File: config.mk
export PLATFORM = sky130hd
export DESIGN_NAME = win_acc_flat
export DESIGN_NICKNAME = d
export VERILOG_FILES = /design/src/rtl/win_acc_if.sv /design/src/rtl/win_acc.sv /design/src/flat_wrapper.sv
export SDC_FILE = /design/constraint.sdc
export NUM_CORES = 1
export LEC_CHECK = 0
export CORE_AREA = 10 10 56 58
export CTS_CLUSTER_DIAMETER = 40
export DETAILED_ROUTE_END_ITERATION = 10
export DIE_AREA = 0 0 66 68
export PLACE_DENSITY = 0.79
export SYNTH_ARGS = -nofsm -noshare
export SYNTH_HDL_FRONTEND = slang
export SYNTH_SLANG_ARGS = --single-unit
export TNS_END_PERCENT = 20
File: constraint.sdc
create_clock -name clk -period 4.45 [get_ports clk]
set_input_delay 0.445 -clock clk [delete_from_list [all_inputs] [get_ports clk]]
set_output_delay 0.445 -clock clk [all_outputs]
set_load 0.02 [all_outputs]
File: src/rtl/win_acc_if.sv
// Sample-in / window-sum-out handshake bundle for win_acc.
interface win_acc_if #(parameter int N = 4);
  logic         in_vld;
  logic [N-1:0] d;
  logic [2:0]   len;
  logic         in_rdy;
  logic [N+2:0] sum;
  logic         out_vld;
  logic         out_rdy;
  logic [2:0]   cnt;

  modport master (output in_vld, d, len, out_rdy,
                  input  in_rdy, sum, out_vld, cnt);
  modport slave  (input  in_vld, d, len, out_rdy,
                  output in_rdy, sum, out_vld, cnt);
endinterface

File: src/rtl/win_acc.sv
// Windowed accumulator: sums len samples (0 = 8) and holds the sum until taken.
// Optional macro WIN_ACC_OVF_EN adds a sticky ovr flag for samples dropped in HOLD.
module win_acc #(parameter int N = 4) (
  input  logic clk,
  input  logic clr,
`ifdef WIN_ACC_OVF_EN
  output logic ovr,
`endif
  win_acc_if.slave bus
);
  typedef enum logic [1:0] {IDLE, ACC, HOLD} state_t;

  state_t       state_q, state_d;
  logic [N+2:0] acc_q, acc_d;
  logic [2:0]   cnt_q, cnt_d;
  logic [2:0]   win_q, win_d;   // latched length code, 0 encodes 8
  logic [2:0]   cnt_inc;

  assign cnt_inc = cnt_q + 3'd1;

  always_ff @(posedge clk or negedge clr) begin
    if (!clr) begin
      state_q <= IDLE;
      acc_q   <= '0;
      cnt_q   <= '0;
      win_q   <= '0;
    end else begin
      state_q <= state_d;
      acc_q   <= acc_d;
      cnt_q   <= cnt_d;
      win_q   <= win_d;
    end
  end

  // 3-bit count wraps to 0 on the 8th sample, matching the 0 = 8 length code
  always_comb begin
    state_d = state_q;
    acc_d   = acc_q;
    cnt_d   = cnt_q;
    win_d   = win_q;
    case (state_q)
      IDLE: if (bus.in_vld) begin
        acc_d   = {3'b000, bus.d};
        cnt_d   = 3'd1;
        win_d   = bus.len;
        state_d = (bus.len == 3'd1) ? HOLD : ACC;
      end
      ACC: if (bus.in_vld) begin
        acc_d = acc_q + {3'b000, bus.d};
        cnt_d = cnt_inc;
        if (cnt_inc == win_q) state_d = HOLD;
      end
      HOLD: if (bus.out_rdy) begin
        cnt_d   = 3'd0;
        state_d = IDLE;
      end
      default: state_d = IDLE;
    endcase
  end

  assign bus.in_rdy  = (state_q != HOLD);
  assign bus.out_vld = (state_q == HOLD);
  assign bus.sum     = (state_q == HOLD) ? acc_q : '0;
  assign bus.cnt     = cnt_q;

`ifdef WIN_ACC_OVF_EN
  always_ff @(posedge clk or negedge clr) begin
    if (!clr)                              ovr <= 1'b0;
    else if (state_q == HOLD && bus.in_vld) ovr <= 1'b1;
  end
`endif
endmodule
File: src/flat_wrapper.sv
// flat-port wrapper written by rule: the top's interface ports become plain ports
module win_acc_flat 
#(parameter int N = 4)
  (clk, clr, bus_in_vld, bus_d, bus_len, bus_out_rdy, bus_in_rdy, bus_sum, bus_out_vld, bus_cnt);
  win_acc_if #(.N(N)) bus_i ();
  input  logic clk;
  input  logic clr;
  input wire logic [$bits(bus_i.in_vld)-1:0] bus_in_vld;
  input wire logic [$bits(bus_i.d)-1:0] bus_d;
  input wire logic [$bits(bus_i.len)-1:0] bus_len;
  input wire logic [$bits(bus_i.out_rdy)-1:0] bus_out_rdy;
  output wire logic [$bits(bus_i.in_rdy)-1:0] bus_in_rdy;
  output wire logic [$bits(bus_i.sum)-1:0] bus_sum;
  output wire logic [$bits(bus_i.out_vld)-1:0] bus_out_vld;
  output wire logic [$bits(bus_i.cnt)-1:0] bus_cnt;
  assign bus_i.in_vld = bus_in_vld;
  assign bus_i.d = bus_d;
  assign bus_i.len = bus_len;
  assign bus_i.out_rdy = bus_out_rdy;
  assign bus_in_rdy = bus_i.in_rdy;
  assign bus_sum = bus_i.sum;
  assign bus_out_vld = bus_i.out_vld;
  assign bus_cnt = bus_i.cnt;
  win_acc #(.N(N)) u_core (.clk(clk), .clr(clr), .bus(bus_i));
endmodule
# Yosys cells after proc, flatten, opt, wreduce, memory -nomap -nowiden
# Index checks and enable logic that the tools add are counted.
# word_totals
word_cells,36
in_bits,11
out_inout_bits,12
reg_bits,15
# classes
muxes,14
eq_ne,9
reduce_logical,7
addsub,2
# ops
operator,count
$mux 7,3
$pmux 7 s2,1
$mux 2,5
$mux 3,3
$pmux 3 s3,1
$ne 2x2->1 const B,4
$reduce_and 4->1,2
$add 7x4->7,1
$pmux 2 s3,1
$add 3x1->3 const B,1
$eq 3x1->1 const B,1
$eq 3x3->1,1
$reduce_and 3->1,1
$reduce_bool 3->1,1
$eq 2x1->1 const B,1
$eq 2x2->1 const B,1
$logic_not 2->1,1
$ne 2x1->1 const B,1
$reduce_and 2->1,1
$reduce_bool 2->1,1

# Depth between registers and ports, before layout
# Gate-level depths: netlist (run 1).
# depth
depth_word,5
mapped_depth,7

# Worst setup path before layout (run 1)
# No wires, ideal clock.
# synth_path
path_type,input-to-reg
from,input port bus_d[0]
to,register u_core.acc_q[4]
n_path_buf,0
t_required_ns,4.325
setup_ns,0.125
path_stages,7
setup_slack_ns,2.602
t_arrival_ns,1.724
path_cell_list,ha_1 -> inv_1 -> fa_1 -> nor2b_1 -> o21ai_0 -> a21oi_1 -> mux2_2
# synth_between
elab_chain_len,3
# synth_lines
element,line_no,text
start: declaration,flat_wrapper.sv:9,input wire logic [$bits(bus_i.d)-1:0] bus_d;
$add 7x4->7,win_acc.sv:49,"acc_d = acc_q + {3'b000, bus.d};"
$mux 7,win_acc.sv:48,ACC: if (bus.in_vld) begin
$pmux 7 s2,win_acc.sv:41,case (state_q)
end signal: assignment,win_acc.sv:24,acc_q <= '0;
end signal: assignment,win_acc.sv:29,acc_q <= acc_d;
end: declaration,win_acc.sv:14,"logic [N+2:0] acc_q, acc_d;"
# No other way between the ends. The select of a mux whose other input is x is not followed.
# A chain may end at the register's enable or synchronous reset.

# Worst setup path in the final report (run 1)
# layout_path
from,register u_core.state_q[0]
to,output port bus_sum[4]
# layout_between
elab_chain_len,2
# layout_lines
element,line_no,text
start: declaration,win_acc.sv:13,"state_t state_q, state_d;"
start signal: assignment,win_acc.sv:28,state_q <= state_d;
$eq 2x2->1,win_acc.sv:63,assign bus.sum = (state_q == HOLD) ? acc_q : '0;
$mux 7,win_acc.sv:63,
end: declaration,flat_wrapper.sv:13,output wire logic [$bits(bus_i.sum)-1:0] bus_sum;
# No other way between the ends.

==> impl_metrics.toml, run 1 <==
[status]
status = "finished clean"

[critical_path]
worstPathRequired_ns = 4.01
crit_type = "reg2out"
crit_path_cell_trace = "inv_1 -> ha_1 -> inv_1 -> nor2_1 -> clkdlybuf4s50_1"
crit_path_end_kind = "output port"
crit_path_max_fanout = 6
critPathLaunchType = "flop"
critPathMaxStageDelay_ns = 0.61
cpMostUsedCell = "inv_1"
rr_worst_depth = 6
cp.arrival_ns = 1.99
crit_path_top_delay_cell = "clkdlybuf4s50_1"
cp-startpoint = "u_core.state_q[0]"
r2r-start = "u_core.state_q[1]"

[place]
place_ws_ns = 2.005
placedCellCount = 158
placed_area_um2 = 1277
numPortBuffers = 22
routabilityCongestion = 0.8685
dp_hpwl_um = 1822

[logic_synthesis]
synth.distinct_cells = 33
yosysTopAreaCellShare_pct = 36.28
synth-edff-count = 0
avgSynthCellArea_um2 = 9.407
ys_async_sr_fraction_pct = 100.0
synth.most_common_cell = "dfrtp_1"
synthTopCellsByArea = "dfrtp_1 36%, ha_1 11%, o21ai_0 5.3%"
ys_warn_count = 0
syn_inst = 110
synth_ff_type = "dfrtp_1"
syn_area_um2 = 1035
seq_area_frac_synth_pct = 36.28
ys_ff_latch = 15
synth_commonest_cells = "15 x dfrtp_1, 11 x o21ai_0"
yosysTopAreaCell = "dfrtp_1"
syn-num-nets = 131

[clock_network]
clk_pin_slew_ns = 0.11
cts.sinks = 15
clock-root-buffer = "clkbuf_4"
cts_tree = "yes"
ctsHtreeMaxLevel = 1
ctsHoldBuffers = 0
numCtsBuffers = 3
clk_latency_ns = 0.30
cts_resized = 0
clockBufferDepth = 2
cts_setup_buffers = 0

[sta]
hold_viol_final = 0
fin_skew_ns = 0.01060
setup_violations = 0
tns_ns = 0
holdWs_ns = 0.5156
fin_crit_ns = 2.433
worst_slew_pin_slew_ns = 0.7172
maxSlewViolCount = 0
min_period_over_period_pct = 54.67
grt_setup_unrepaired = "no"
relSlewSlack_pct = 52.04
worst_slack_ns = 2.017
max_freq_mhz = 411.0

[global_routing]
grt_usage_pct = 10.86
grt_pass1_wl_um = 3857
grt_max_degree = 17
overflow = 0
first_global_vias = 859
antenna_found_initial = 0

[finish]
n_antenna_cell = 0
layout.nets = 156
fin_area_um2 = 1305
instances_no_fill = 162
syn2layout_area_growth_pct = 26.12
drive_gt1_share_pct = 8.209

[die]
dieArea_um2 = 4488
ios = 23
start_util_pct = 49.14
die_height_um = 68
fp.dieW_um = 66
core_um2 = 2106
rows = 17

[detailed_routing]
wl_met2_um = 1137
viasPerCell = 5.216
routedWlPerCell_um = 14.36
drc = 0
first_pass_iters = 5
drt_iter0_markers = 25
totalWireLength_um = 2327
top_layer = "met4"
wl_met1_um = 1028
drtAntennaViolNets = 0
wl_met3_um = 122
vias = 845

[job]
cap_violations = 0

[worst_hold_path]
hold_depth = 2
worstHoldStart = "u_core.acc_q[3]"
hp-class = "reg2reg"

[power]
powerDensity_nw_per_um2 = 654.2
peakVddDrop_mv = 0.4636
p_leak_nw = 0.5650
[where the power goes]
part           internal [mW]  total, mW  switching, mW
clock                 0.0335     0.0840         0.0505
combinational          0.245      0.527          0.282
sequential             0.197      0.242         0.0457
[layout make-up]
type	count	area (µm²)
multi-input cells	84	613.1
repair buffers	22	220.2
flip-flops and latches	15	375.4
inverters	9	33.78
fillers	188	800.8
well taps	28	35.03
clock inverters	1	5.005
clock buffers	3	22.52
[metal layers]
metal	global-route usage, %	vias up
met3	3.426	5
met5	0	-
li1	-	430
met4	4.450	0
met1	13.30	397
met2	17.39	13
[worst paths after layout]
| kind | end | slack, ns |
|---|---|---|
| worst max-delay path | bus_sum[4] | 2.02 |
| worst min-delay path | u_core.acc_q[3] | 0.52 |
| worst max register to register | u_core.state_q[1] | 2.22 |
| worst min register to register | u_core.acc_q[3] | 0.52 |
| max in group asynchronous | u_core.acc_q[6] | 3.42 |
| min in group asynchronous | u_core.win_q[2] | 0.56 |
[cells in the final DEF, fill, tap and decap left out, drive strengths merged, types with 3 or more instances in the layout]
cell and count:
clkdlybuf4s50 22, dfrtp 15, o21ai 12, inv 9, nor2 9, nand2 9, ha 9, mux2i 5
and2 4, xnor2 4, a21oi 4, mux2 4, clkbuf 3
[cells by family (layout without fill, tap and decap cells)]
group	count (synthesis)	count (layout)	share of synthesized area, %
flip-flops	15	15	36.28
buffers and inverters	11	35	4.474
XOR/XNOR	5	5	4.232
AO/OA/AOI/OAI	29	29	18.62
AND/OR/NAND/NOR	31	31	14.39
multiplexers	9	9	9.190
adder cells (fa/ha/maj)	10	10	12.82
[critical path: cells and delay by family, from the launching register on]
kind / cells / cell delay [ns]
and+or+nand+nor: 1 / 0.13
buffers and inverters: 3 / 0.87
DFF: 1 / 0.41
adders and majority gates: 1 / 0.27
[registers in the layout, summed over array words and instances, names as in the netlist]
| register | flops |
|---|---|
| u_core.state_q | 2 |
| u_core.bus.cnt | 3 |
| u_core.acc_q | 7 |
| u_core.win_q | 3 |
[metrics by stage]
| step | power [mW] | util [%] |
|---|---|---|
| floorplan | 0.6160 | - |
| global placement | 0.7541 | 60.67 |
| detailed placement | 0.7705 | 60.67 |
| CTS | 0.8552 | 61.97 |
| global route | 0.9331 | 61.97 |
| finish | 0.8537 | 61.97 |
Note: power is estimated with default switching activity, not from simulation.
==> run 2: changes to the inputs <==
--- a/config.mk
+++ b/config.mk
@@ -5,11 +5,11 @@
 export SDC_FILE = /design/constraint.sdc
 export NUM_CORES = 1
 export LEC_CHECK = 0
-export CORE_AREA = 10 10 56 58
+export CORE_AREA = 10 10 57 59
 export CTS_CLUSTER_DIAMETER = 40
 export DETAILED_ROUTE_END_ITERATION = 10
-export DIE_AREA = 0 0 66 68
-export PLACE_DENSITY = 0.79
+export DIE_AREA = 0 0 67 69
+export PLACE_DENSITY = 0.76
 export SYNTH_ARGS = -nofsm -noshare
 export SYNTH_HDL_FRONTEND = slang
 export SYNTH_SLANG_ARGS = --single-unit
==> constraint.sdc (replaced) <==
create_clock -name clk -period 2.35 [get_ports clk]
set_input_delay 0.235 -clock clk [delete_from_list [all_inputs] [get_ports clk]]
set_output_delay 0.235 -clock clk [all_outputs]
set_load 0.02 [all_outputs]
==> run 2 against run 1 <==
Clock power grew 81%; sequential power grew 92%; die area grew 3.0%; via count grew 5.8%; sequential share of layout area shrank 0.35 points; global-route usage is essentially flat; critical path depth is the same; flip-flop and latch count is the same; worst hold slack lost 0.16 ns; largest power group unchanged; highest routed layer unchanged.
==> impl_metrics.toml, run 2 (synthesis results as in run 1) <==
[place]
numPortBuffers = 22
dp_hpwl_um = 1913
placed_area_um2 = 1292
routabilityCongestion = 0.8575

[sta]
tns_ns = 0
worst_slew_pin_slew_ns = 0.7003
fin_skew_ns = 0.007713
setup_violations = 0
min_period_over_period_pct = 92.79
max_freq_mhz = 458.6
grt_setup_unrepaired = "no"
maxSlewViolCount = 0
hold_viol_final = 0
holdWs_ns = 0.3586
relSlewSlack_pct = 53.17
fin_crit_ns = 2.181

[finish]
n_antenna_cell = 0
syn2layout_area_growth_pct = 27.69
drive_gt1_share_pct = 9.559
fin_area_um2 = 1321
final_cell_mix = "22 x clkdlybuf4s50_1, 15 x dfrtp_1, 11 x o21ai_0"
final_common_cell = "clkdlybuf4s50_1"
utilization_pct = 61.50
fillers = 188
largest_register_ffs = 7
multiInputGateArea_um2 = 615.6
top_register = "u_core.acc_q"
layout.nets = 158
regArea_um2 = 375.4

[global_routing]
grt_pass1_wl_um = 4098
first_global_vias = 884
grt_usage_pct = 10.83
overflow = 0
antenna_found_initial = 0
grt_max_degree = 16

[clock_network]
clk_latency_ns = 0.29
ctsHoldBuffers = 0
clockBufferDepth = 2
cts_resized = 0
cts_setup_buffers = 0
numCtsBuffers = 3
cts_tree = "yes"
ctsHtreeMaxLevel = 1
cts.sinks = 15
clk_pin_slew_ns = 0.10
clock-root-buffer = "clkbuf_4"

[die]
core_um2 = 2148
rows = 17
dieArea_um2 = 4623
die_height_um = 69
fp.dieW_um = 67
start_util_pct = 48.17
ios = 23

[critical_path]
cp.arrival_ns = 1.95
crit_type = "reg2out"
crit_path_top_delay_cell = "clkdlybuf4s50_1"
critPathMaxStageDelay_ns = 0.61
cpMostUsedCell = "inv_1"
critPathLaunchType = "flop"
crit_path_cell_trace = "inv_1 -> ha_2 -> inv_1 -> nor2_1 -> clkdlybuf4s50_1"
crit_path_max_fanout = 6
crit_path_end_kind = "output port"
worstPathRequired_ns = 2.12

[status]
status = "finished clean"

[job]
cap_violations = 0

[detailed_routing]
drt_iter0_markers = 26
totalWireLength_um = 2424
drc = 0
first_pass_iters = 4
viasPerCell = 5.451
drtAntennaViolNets = 0
vias = 894
routedWlPerCell_um = 14.78

[power]
p_leak_nw = 0.5708
peakVddDrop_mv = 0.5670
powerDensity_nw_per_um2 = 1244

[worst_hold_path]
hp-class = "in2async"
==> run 2: cell count changes in the layout (fill, tap and decap cells not counted), sizes merged <==
cell / change
buf: +2
clkbuf: +1
clkinv: -1
==> run 2: worst paths after layout <==
path                              startpoint  slack (ns)                end  depth (start not counted)
min in group clk             u_core.acc_q[2]        0.53    u_core.acc_q[2]                          2
max in group asynchronous                clr        1.54  u_core.state_q[0]                          1
hold / removal                           clr        0.36    u_core.acc_q[2]                          1
setup reg to reg             u_core.acc_q[0]        0.45    u_core.acc_q[4]                          7
setup / recovery           u_core.state_q[0]        0.17         bus_sum[4]                          5
hold reg to reg              u_core.acc_q[2]        0.53    u_core.acc_q[2]                          2
==> run 2: area by class of cell <==
type | instances | area share (%)
Inverter | 9 | 2.557
Clock buffer | 4 | 1.989
Tap cell | 28 | 2.652
Multi-Input combinational cell | 84 | 46.59
Timing Repair Buffer | 24 | 17.80
Sequential cell | 15 | 28.41
==> run 2: critical path, delay by kind of cell (launching register included) <==
family / cells / cell delay, ns
adders and majority gates: 1 / 0.26
DFF: 1 / 0.41
buffers and inverters: 3 / 0.85
and+or+nand+nor: 1 / 0.13
==> run 2: routing by layer <==
metal	GRT usage (%)	vias up	routed length (µm)
li1	-	434	-
met1	12.26	432	1030
met2	17.47	23	1191
met3	3.382	5	170
met4	5.430	0	31
met5	0	-	0
==> run 2: power by group <==
part	leakage, nW	switching [mW]	internal (mW)
Sequential	0.188	0.0923	0.373
Clock	0.0150	0.0865	0.0659
Combinational	0.368	0.542	0.485
==> run 2: metrics by stage <==
stage,cells,setup WS [ns],power [mW]
finish,164,0.1694,1.644
global route,164,0.03474,1.783
CTS,164,0.05893,1.651
detailed placement,160,0.09926,1.486
global placement,160,0.1377,1.449
floorplan,110,0.5067,1.167
==> run 3: changes to the inputs <==
--- a/config.mk
+++ b/config.mk
@@ -5,11 +5,11 @@
 export SDC_FILE = /design/constraint.sdc
 export NUM_CORES = 1
 export LEC_CHECK = 0
-export CORE_AREA = 10 10 57 59
+export CORE_AREA = 10 10 50 68
 export CTS_CLUSTER_DIAMETER = 40
 export DETAILED_ROUTE_END_ITERATION = 10
-export DIE_AREA = 0 0 67 69
-export PLACE_DENSITY = 0.76
+export DIE_AREA = 0 0 60 78
+export PLACE_DENSITY = 0.75
 export SYNTH_ARGS = -nofsm -noshare
 export SYNTH_HDL_FRONTEND = slang
 export SYNTH_SLANG_ARGS = --single-unit
==> run 3 against run 2 <==
Count of clock-buffer cells in the layout shrank 1; cell area shrank 0.76%; global-route usage shrank 0.24 points; cell count shrank 3.7%; non-clock buffer count shrank 1; clock power is essentially flat; flip-flop and latch count is the same.
==> impl_metrics.toml, run 3 (synthesis results as in run 1) <==
[die]
die_height_um = 78
start_util_pct = 45.79
dieArea_um2 = 4680
ios = 23
rows = 21
core_um2 = 2260
fp.dieW_um = 60

[global_routing]
antenna_found_initial = 0
grt_usage_pct = 10.59
grt_pass1_wl_um = 3933
first_global_vias = 893
overflow = 0
grt_max_degree = 16

[detailed_routing]
viasPerCell = 5.468
drtAntennaViolNets = 0
vias = 864
drc = 0
routedWlPerCell_um = 14.99
drt_iter0_markers = 26
first_pass_iters = 4
totalWireLength_um = 2369

[clock_network]
clock-root-buffer = "clkbuf_4"
cts_tree = "yes"
cts.sinks = 15
ctsHtreeMaxLevel = 1
clk_latency_ns = 0.29
clockBufferDepth = 2
numCtsBuffers = 3
clk_pin_slew_ns = 0.10
cts_setup_buffers = 0
cts_resized = 0
ctsHoldBuffers = 0

[critical_path]
critPathLaunchType = "flop"
crit_path_cell_trace = "inv_1 -> ha_2 -> inv_1 -> nor2_1 -> clkdlybuf4s50_1"
crit_type = "reg2out"
crit_path_top_delay_cell = "clkdlybuf4s50_1"
r2r-start = "u_core.state_q[1]"
cp.arrival_ns = 1.94
cpMostUsedCell = "inv_1"
critPathMaxStageDelay_ns = 0.62
crit_path_end_kind = "output port"
rr_worst_depth = 6
r2r_end = "u_core.state_q[1]"
worstPathRequired_ns = 2.12
crit_path_max_fanout = 6
cp-startpoint = "u_core.state_q[0]"
r2r_setup_slack_ns = 0.41

[sta]
tns_ns = 0
min_period_over_period_pct = 92.61
fin_crit_ns = 2.176
grt_setup_unrepaired = "no"
hold_viol_final = 0
relSlewSlack_pct = 53.67
worst_slack_ns = 0.1736
worst_slew_pin_slew_ns = 0.6928
max_freq_mhz = 459.5
fin_skew_ns = 0.005657
maxSlewViolCount = 0
setup_violations = 0

[place]
place_ws_ns = 0.09388
routabilityCongestion = 0.7957
numPortBuffers = 22
dp_hpwl_um = 1925

[finish]
drive_gt1_share_pct = 9.630
fillers = 216
utilization_pct = 58.03
syn2layout_area_growth_pct = 26.72
regArea_um2 = 375.4
multiInputGateArea_um2 = 615.6
final_common_cell = "clkdlybuf4s50_1"
layout.nets = 157
n_antenna_cell = 0
top_register = "u_core.acc_q"
largest_register_ffs = 7
final_cell_mix = "21 x clkdlybuf4s50_1, 15 x dfrtp_1, 11 x o21ai_0"

[power]
p_leak_nw = 0.5869
peakVddDrop_mv = 0.5969
powerDensity_nw_per_um2 = 1234

[job]
cap_violations = 0

[worst_hold_path]
hp-class = "in2async"

[status]
status = "finished clean"
## run 3: layer usage
layer / wire, µm / vias to the layer above / global-route usage [%] / part of all wire [%]
met5: 0 / - / 0 / 0
met3: 161 / 4 / 3.420 / 6.8
met4: 27 / 0 / 4.730 / 1.1
li1: - / 433 / - / -
met2: 1291 / 20 / 18.80 / 54
met1: 888 / 407 / 10.53 / 37
## run 3: final cells by class
cell class / count / area share, %
Tap cell: 23 / 2.195
Clock inverter: 1 / 0.3817
Clock buffer: 3 / 1.718
Inverter: 9 / 2.576
Multi-Input combinational cell: 84 / 46.95
Timing Repair Buffer: 23 / 17.56
Sequential cell: 15 / 28.63
## run 3: where the power goes
group	internal, mW	switching (mW)	leakage [nW]
registers	0.372	0.0878	0.188
clock network	0.0633	0.0908	0.0177
logic	0.473	0.531	0.382
## run 3: worst max-delay path by stage
stage                     slack, ns                 to
after global placement         0.12    u_core.acc_q[4]
after CTS                      0.06         bus_sum[5]
after detailed placement       0.09    u_core.acc_q[6]
after floorplan                0.51  u_core.state_q[1]
after global routing           0.05         bus_sum[1]
final                          0.17         bus_sum[1]
## run 3: stage by stage
step	total power, mW	hold WS, ns	instances	cell area [µm²]
CTS	1.638	0.3738	158	1306
floorplan	1.167	-0.06059	110	1035
global route	1.770	0.3910	158	1311
global placement	1.439	0.4862	154	1279
detailed placement	1.479	0.4990	154	1279
finish	1.619	0.3526	158	1311
## run 3: critical path, delay by kind of cell (launching register included)
kind,cells,cell delay (ns)
and+or+nand+nor,1,0.12
buffers and inverters,3,0.87
DFF,1,0.41
adders and majority gates,1,0.25
